--- src/rtl/s_ram_arb_pkg.sv ---
// rtl/s_ram_arb_pkg.sv - shared state encoding and sizing helper for the S RAM arbiter
package s_ram_arb_pkg;

  typedef enum logic [1:0] {
    IDLE    = 2'd0,
    GRANT   = 2'd1,
    RELEASE = 2'd2
  } arb_state_t;

  // Width of an index over n requesters; never below one bit.
  function automatic int ptr_width(input int n);
    return (n > 1) ? $clog2(n) : 1;
  endfunction

endpackage

--- src/rtl/s_ram_rr_pick.sv ---
// rtl/s_ram_rr_pick.sv - combinational round-robin winner search starting at ptr
module s_ram_rr_pick
  import s_ram_arb_pkg::*;
#(
  parameter int num_req = 3,
  parameter int pw      = ptr_width(num_req)
) (
  input  logic [num_req-1:0] req,
  input  logic [pw-1:0]      ptr,
  output logic               valid,
  output logic [pw-1:0]      winner
);

  int          sum;
  logic [pw-1:0] idx;

  // Scan from the farthest offset down so the nearest set bit to ptr wins last.
  always_comb begin
    valid  = 1'b0;
    winner = '0;
    sum    = 0;
    idx    = '0;
    for (int k = num_req - 1; k >= 0; k--) begin
      sum = int'(ptr) + k;
      if (sum >= num_req) sum = sum - num_req;
      idx = pw'(sum);
      if (req[idx]) begin
        valid  = 1'b1;
        winner = idx;
      end
    end
  end

endmodule

--- src/rtl/s_ram_arbiter.sv ---
// rtl/s_ram_arbiter.sv - round-robin, non-preemptive arbiter for the single-port S RAM
module s_ram_arbiter
  import s_ram_arb_pkg::*;
#(
  parameter int num_req          = 3,
  parameter int data_width       = 8,
  parameter int s_ram_addr_width = 8
) (
  input  logic                                  clk,
  input  logic                                  rst_n,
  input  logic [num_req-1:0]                    req,
  output logic [num_req-1:0]                    gnt,
  input  logic [num_req-1:0]                    wren_in,
  input  logic [num_req*s_ram_addr_width-1:0]   addr_in,
  input  logic [num_req*data_width-1:0]         data_in,
  output logic                                  s_ram_wren,
  output logic [s_ram_addr_width-1:0]           s_ram_addr,
  output logic [data_width-1:0]                 s_ram_data,
  output logic                                  busy
);

  localparam int            pw       = ptr_width(num_req);
  localparam logic [pw-1:0] last_idx = pw'(num_req - 1);

  arb_state_t          state, state_nxt;
  logic [num_req-1:0]  gnt_nxt;
  logic [pw-1:0]       owner, owner_nxt;
  logic [pw-1:0]       ptr, ptr_nxt;
  logic                pick_valid;
  logic [pw-1:0]       pick_idx;

  logic [s_ram_addr_width-1:0] addr_arr [num_req];
  logic [data_width-1:0]       data_arr [num_req];

  for (genvar i = 0; i < num_req; i++) begin : g_split
    assign addr_arr[i] = addr_in[i*s_ram_addr_width +: s_ram_addr_width];
    assign data_arr[i] = data_in[i*data_width +: data_width];
  end

  s_ram_rr_pick #(
    .num_req (num_req),
    .pw      (pw)
  ) u_pick (
    .req    (req),
    .ptr    (ptr),
    .valid  (pick_valid),
    .winner (pick_idx)
  );

  always_ff @(posedge clk or negedge rst_n) begin
    if (!rst_n) begin
      state <= IDLE;
      gnt   <= '0;
      owner <= '0;
      ptr   <= '0;
    end else begin
      state <= state_nxt;
      gnt   <= gnt_nxt;
      owner <= owner_nxt;
      ptr   <= ptr_nxt;
    end
  end

  always_comb begin
    state_nxt = state;
    gnt_nxt   = gnt;
    owner_nxt = owner;
    ptr_nxt   = ptr;
    case (state)
      IDLE: begin
        if (pick_valid) begin
          state_nxt         = GRANT;
          owner_nxt         = pick_idx;
          gnt_nxt           = '0;
          gnt_nxt[pick_idx] = 1'b1;
        end
      end
      GRANT: begin
        // Only the owner's request matters here; others wait for the next IDLE.
        if (!req[owner]) begin
          state_nxt = RELEASE;
          gnt_nxt   = '0;
          ptr_nxt   = (owner == last_idx) ? '0 : owner + pw'(1);
        end
      end
      RELEASE: state_nxt = IDLE;
      default: begin
        state_nxt = IDLE;
        gnt_nxt   = '0;
      end
    endcase
  end

  assign busy = |gnt;

  // Driven straight from the registered grant so a reset silences the port at once.
  always_comb begin
    s_ram_wren = 1'b0;
    s_ram_addr = '0;
    s_ram_data = '0;
    if (busy) begin
      s_ram_wren = wren_in[owner];
      s_ram_addr = addr_arr[owner];
      s_ram_data = data_arr[owner];
    end
  end

endmodule
--- config.mk ---
export PLATFORM = sky130hd
export DESIGN_NAME = s_ram_arbiter
export DESIGN_NICKNAME = d
export VERILOG_FILES = /design/src/rtl/s_ram_arb_pkg.sv /design/src/rtl/s_ram_rr_pick.sv /design/src/rtl/s_ram_arbiter.sv
export SDC_FILE = /design/constraint.sdc
export NUM_CORES = 1
export LEC_CHECK = 0
export ABC_AREA = 1
export CORE_MARGIN = 1.5
export CORE_UTILIZATION = 38
export CTS_CLUSTER_SIZE = 16
export DETAILED_ROUTE_END_ITERATION = 8
export PLACE_DENSITY = 0.93
export SYNTH_ARGS = -nofsm -noshare
export SYNTH_HDL_FRONTEND = slang
export SYNTH_HIERARCHICAL = 1
export SYNTH_SLANG_ARGS = --single-unit
--- constraint.sdc ---
create_clock -name clk -period 3.7 [get_ports clk]
set_clock_uncertainty 0.15 [all_clocks]
set_input_delay 0.74 -clock clk [delete_from_list [all_inputs] [get_ports clk]]
set_output_delay 0.74 -clock clk [all_outputs]
set_load 0.1 [all_outputs]
==> metrics.txt, run 1 <==
outcome finished, final reports clean; unrepaired setup endpoints after global routing no; kind of cell adding the most delay to the critical path buffers and inverters; number of fillers in the final layout 239; CP Class in2out; top-count cell post-synth sky130_fd_sc_hd__nand2_1; GRT Util Overall 0.197; maxcap violations 0; series of cell instances along the critical path clkdlybuf4s50_1, nand2_1, nand3_1, nand2_1, inv_1, buf_4; Initial DRT Pass Iterations 4; die area 3210 um^2; number of cell rows 19; fraction of synthesized cell area taken by the top area cell type 0.333; Setup violations, final 0; Syn. warnings 6; worst setup slack after placement 1.01 ns; summed negative setup slack over all endpoints 0 ns; combined buffer and inverter count along the critical path 3; worst hold path cell count 2; fraction of registers with async set/reset 1.00; total of cells resized after clock tree synthesis 0; count of final hold-check violations 0; post-layout util 0.663; share of cells above drive strength 1 0.121; CTS tree done; largest incremental delay on the critical path 0.47 ns; GPL Wtd Cong 0.805; drc violations 0; synthesized area divided by synthesized cell count 5.55 um^2; Cell Area, Placed 1790 um^2; source-to-sink clock delay at the later pin of the worst-skew pair 0.26 ns; Critical R2R Launch ptr[0]; largest cells by area after synthesis sky130_fd_sc_hd__nand2_1 33%, sky130_fd_sc_hd__dfrtp_1 21%, sky130_fd_sc_hd__nand3_1 11%; hold path start gnt[2]; hold path endpoint gnt[2]; Register-to-Register Path Depth 11; Core Box Area 2730 um^2; Final nets 332; total number of H-tree levels 1; R2R setup slack 1.60 ns; kind of launch point of the worst setup path primary input; Post-Route WL 3080 um; final worst path period share 0.727; slack of the critical path 1.01 ns; final design area excluding fillers 1810 um^2; required time reported for the critical path endpoint 2.81 ns; post-synth net total 256; flop and latch count out of synthesis 9; number of enable flip-flop cells after synthesis 0; highest attainable clock frequency 0.372 GHz; number of global-route vias before repair 1,186; global-route wire length before repair 5160 um; data arrival at the endpoint of the critical path 1.80 ns; count of routing violations after the opening detailed-route iteration 64; pins over their slew limit 0; Post-synth top cells 97 x sky130_fd_sc_hd__nand2_1, 29 x sky130_fd_sc_hd__inv_1, 23 x sky130_fd_sc_hd__nand3_1, 9 x sky130_fd_sc_hd__dfrtp_1, 6 x sky130_fd_sc_hd__o21ai_0; worst hold path type reg2reg; Buffers on Ports 76; number of routed nets with antenna violations 0; leftover overflow at the end of global routing 0; time the worst path needs with I/O delays and setup 2.69 ns; Synth Cell Area 1090 um^2; CP Capture Type output pin; reg-to-reg critical path endpoint gnt[2]; clock root cell sky130_fd_sc_hd__clkbuf_4; initial antenna violation count 0; share of the yosys chip area belonging to registers 0.206; crit path max fanout 1; number of sinks driven by the clock tree 9; Vert. Die Dim 56.6 um; clock input transition at the sequential cells of the worst setup and hold paths 0.06 ns; pin count of the biggest net entering global routing 20; Rel. slew slack 0.342; Main synth FF type sky130_fd_sc_hd__dfrtp_1; buffer count from post-CTS setup fixing 0; synthesized netlist cell count 197; cell repeated most along the worst path sky130_fd_sc_hd__nand2_1; average wire length per cell after detail routing 10.2 um; cts hold-fix bufs 0; TritonCTS Buffers 3; initial standard-cell utilization of the core 0.400; horizontal extent of the die 56.6 um; buffer levels on the longest clock path 2; flip-flop and latch area 225 um^2; Diodes inserted 0; vias per std cell 4.60; Slew @ Worst Pin 0.983 ns; area growth from synthesis to layout 65.7%; half-perimeter wire length after placement 2420 um; number of I/O pins 77; total area of multi-input combinational cells 686 um^2; critical-path cell with the highest stage delay sky130_fd_sc_hd__clkdlybuf4s50_1; cell type contributing the most total cell area after synthesis sky130_fd_sc_hd__nand2_1; total number of vias 1,393; distinct cell type count after synthesis 21
==> cell families (layout without fill, tap and decap cells) <==
kind of cell,count (synthesis),count (layout),share of synthesized area
compound gates,11,11,0.0538
fa+ha+maj,3,3,0.0343
simple gates,137,137,0.539
buf+inv,37,112,0.167
flops,9,9,0.206
==> cells in the final DEF (no fill, tap or decap), drive strengths merged <==
cell type	synthesis	routed
ha	3	3
nand2	99	99
inv	32	32
dfrtp	9	9
o21ai	8	8
or2	2	2
nor3	2	2
nor2	8	8
buf	4	18
clkdlybuf4s50	0	58
a21oi	3	3
clkbuf	1	4
nand4	1	1
nand3	24	24
or3	1	1
==> worst max-delay path by stage <==
stage / start / depth (start not counted) / to / slack [ns]
5_1_grt: owner[0] / 7 / s_ram_addr[5] / 0.85
3_3_place_gp: addr_in[5] / 6 / s_ram_addr[5] / 1.05
3_5_place_dp: addr_in[0] / 6 / s_ram_addr[0] / 1.01
6_report: addr_in[0] / 6 / s_ram_addr[0] / 1.01
2_1_floorplan: gnt[1] / 5 / s_ram_addr[0] / 0.66
4_1_cts: owner[0] / 7 / s_ram_data[7] / 0.98
==> sequential cells by signal (all words and copies together), names as in the netlist <==
| signal | flops |
|---|---|
| gnt | 3 |
| state | 2 |
| ptr | 2 |
| owner | 2 |
==> final cells by class <==
| type | count | area share |
|---|---|---|
| multi-input combinational | 151 | 0.378 |
| clock buffer | 4 | 0.0145 |
| timing repair buffer | 76 | 0.395 |
| sequential | 9 | 0.124 |
| tap | 31 | 0.0214 |
| inverter | 32 | 0.0663 |
==> worst register-to-register path, cell delays in order (launching register included) <==
cell,delay (ns)
sky130_fd_sc_hd__dfrtp_1,0.39
sky130_fd_sc_hd__inv_1,0.09
sky130_fd_sc_hd__ha_1,0.20
sky130_fd_sc_hd__inv_1,0.09
sky130_fd_sc_hd__nor3_1,0.24
sky130_fd_sc_hd__a21oi_1,0.10
sky130_fd_sc_hd__nand4_1,0.09
sky130_fd_sc_hd__inv_1,0.06
sky130_fd_sc_hd__nor2_1,0.18
sky130_fd_sc_hd__nand2_1,0.10
sky130_fd_sc_hd__or2_2,0.28
sky130_fd_sc_hd__nand2_1,0.07
==> per-layer routing <==
metal	track usage	wire length [um]
met1	0.252	1290
met2	0.342	1500
met3	0.0438	280
met4	0.0306	0
met5	0	0
==> per-stage QoR <==
| stage | std cells | hold slack (ns) |
|---|---|---|
| after floorplan | 197 | 0.294 |
| after global placement | 299 | 0.321 |
| after detailed placement | 299 | 0.322 |
| after CTS | 303 | 0.336 |
| after global routing | 303 | 0.387 |
| final | 303 | 0.336 |
Power of run 1 is left out: the tool's default activity adds up to more than one toggle a clock period on the data nets, which glitch-free logic cannot reach.
==> run 2: changes to the inputs <==
--- a/config.mk
+++ b/config.mk
@@ -7,10 +7,10 @@
 export LEC_CHECK = 0
 export ABC_AREA = 1
 export CORE_MARGIN = 1.5
-export CORE_UTILIZATION = 38
+export CORE_UTILIZATION = 32
 export CTS_CLUSTER_SIZE = 16
 export DETAILED_ROUTE_END_ITERATION = 8
-export PLACE_DENSITY = 0.93
+export PLACE_DENSITY = 0.84
 export SYNTH_ARGS = -nofsm -noshare
 export SYNTH_HDL_FRONTEND = slang
 export SYNTH_HIERARCHICAL = 1
==> constraint.sdc (replaced) <==
create_clock -name clk -period 2.2 [get_ports clk]
set_clock_uncertainty 0.15 [all_clocks]
set_input_delay 0.44 -clock clk [delete_from_list [all_inputs] [get_ports clk]]
set_output_delay 0.44 -clock clk [all_outputs]
set_load 0.1 [all_outputs]
==> metrics.txt, run 2 (same netlist as run 1, synthesis figures left out) <==
outcome complete, but fails checks; violations in the final reports negative setup slack; most common library cell in the layout ignoring fill and taps sky130_fd_sc_hd__nand2_1; GPL Wtd Cong 0.799 (-0.72%); Vert. Die Dim 61.5 um (+8.5%); final worst path period share 1.03; Setup violations, final 18 (+18); half-perimeter wire length after placement 2910 um (+21%); source-to-sink clock delay at the later pin of the worst-skew pair 0.26 ns (about the same); pin count of the biggest net entering global routing 19 (-5.0%); clock root cell sky130_fd_sc_hd__clkbuf_4; placed cell count 320 (+7.0%); unrepaired setup endpoints after global routing yes; series of cell instances along the critical path or3_4, buf_12, nand2_2, clkinvlp_4, buf_12; Initial DRT Pass Iterations 4 (unchanged); CP Capture Type output pin; Slew @ Worst Pin 0.398 ns (-0.585 ns); cell repeated most along the worst path sky130_fd_sc_hd__buf_12; count of routing violations after the opening detailed-route iteration 52 (-19%); number of global-route vias before repair 1,248 (+5.2%); number of cell rows 21 (+2); worst hold path type in2async; launch point of the critical path gnt[2]; die area 3780 um^2 (+18%); CP Class reg2out; Rel. slew slack 0.734 (+0.391); max reg flops 3 (unchanged); share of cells above drive strength 1 0.314 (+0.193); total number of H-tree levels 1 (unchanged); Diodes inserted 0 (unchanged); kind of launch point of the worst setup path flop; Core Box Area 3310 um^2 (+21%); buffer levels on the longest clock path 2 (unchanged); total number of vias 1,509 (+8.3%); average wire length per cell after detail routing 11.7 um (+15%); number of sinks driven by the clock tree 9 (unchanged); number of I/O pins 77 (unchanged); summed negative setup slack over all endpoints -0.601 ns (-0.601 ns); global-route wire length before repair 5240 um (+1.5%); Post-Route WL 3840 um (+25%); leading cell types in the layout, fill and taps excluded 80 x sky130_fd_sc_hd__nand2_1, 55 x sky130_fd_sc_hd__clkdlybuf4s50_1, 22 x sky130_fd_sc_hd__nand3_1, 22 x sky130_fd_sc_hd__buf_12, 18 x sky130_fd_sc_hd__nand2_2; crit path max fanout 5 (+4); leftover overflow at the end of global routing 0 (unchanged); critical-path cell with the highest stage delay sky130_fd_sc_hd__dfrtp_4; number of routed nets with antenna violations 0 (unchanged); Critical R2R Launch ptr[1]; maxcap violations 0 (unchanged); time the worst path needs with I/O delays and setup 2.27 ns; Buffers on Ports 76 (unchanged); area growth from synthesis to layout 113%; required time reported for the critical path endpoint 1.61 ns (-1.20 ns); slack of the critical path -0.0701 ns (-1.08 ns); initial standard-cell utilization of the core 0.330 (-0.0697); Largest Register gnt; pins over their slew limit 0 (unchanged); GRT Util Overall 0.181 (-0.0159); initial antenna violation count 0 (unchanged); horizontal extent of the die 61.5 um (+8.5%); count of final hold-check violations 0 (unchanged); highest attainable clock frequency 0.441 GHz; clock input transition at the sequential cells of the worst setup and hold paths 0.06 ns (about the same); CTS tree done; cts hold-fix bufs 0 (unchanged); data arrival at the endpoint of the critical path 1.68 ns (-0.12 ns); drc violations 0 (unchanged); largest incremental delay on the critical path 0.47 ns (about the same); Final nets 343 (+3.3%); number of cells in the finished layout apart from fillers 329 (+8.6%); TritonCTS Buffers 3 (unchanged); vias per std cell 4.59 (-0.23%)
[run 2: cell types whose count changed in the layout (fill, tap and decap cells not counted), sizes merged]
cell,delta
buf,+12
clkinvlp,+9
clkbuf,+2
clkdlybuf4s50,-3
inv,-9
[run 2: final cells by class]
class | count | area (um^2)
inverters | 32 | 154
flip-flops and latches | 9 | 236
well taps | 46 | 57.6
repair buffers | 87 | 1100
multi-input cells | 151 | 748
fillers | 258 | 983
clock buffers | 4 | 26.3
[run 2: per-layer routing]
layer | track usage | vias to the layer above | part of all wire
met4 | 0.0182 | 0 | 0.00052
met3 | 0.0567 | 2 | 0.089
li1 | - | 770 | -
met2 | 0.354 | 60 | 0.53
met5 | 0 | - | 0
met1 | 0.196 | 677 | 0.38
[run 2: timing repair]
action                     CTS  global route
setup endpoints to repair   17            20
pin swaps                    1             0
resized for setup            2            21
gates cloned                 0             2
setup buffers                2             1
[run 2: through the flow]
| step | hold slack [ns] | instance area (um^2) | setup WS, ns | utilization |
|---|---|---|---|---|
| 2_1_floorplan | -0.00559 | 1160 | -0.218 | - |
| 3_3_place_gp | 0.332 | 2170 | 0.0270 | 0.655 |
| 3_5_place_dp | 0.336 | 2170 | -0.00931 | 0.655 |
| 4_1_cts | 0.336 | 2230 | -0.0552 | 0.673 |
| 5_1_grt | 0.358 | 2330 | -0.121 | 0.703 |
| 6_report | 0.323 | 2330 | -0.0701 | 0.703 |
[run 2: worst max-delay path: cells and delay by family, from the launching register on]
family / cells / cell delay, ns
AND/OR/NAND/NOR: 2 / 0.51
flip-flops: 1 / 0.47
buffers and inverters: 3 / 0.43
[run 2: worst paths after layout]
kind | to | slack, ns | cells after the start
worst max-delay path | s_ram_addr[4] | -0.07 | 5
worst min-delay path | gnt[1] | 0.32 | 1
worst max register to register | gnt[2] | 0.18 | 11
worst min register to register | gnt[0] | 0.37 | 2
max in group asynchronous | gnt[2] | 1.26 | 1
min in group clk | gnt[0] | 0.37 | 2
Power of run 2 is left out for the same reason.
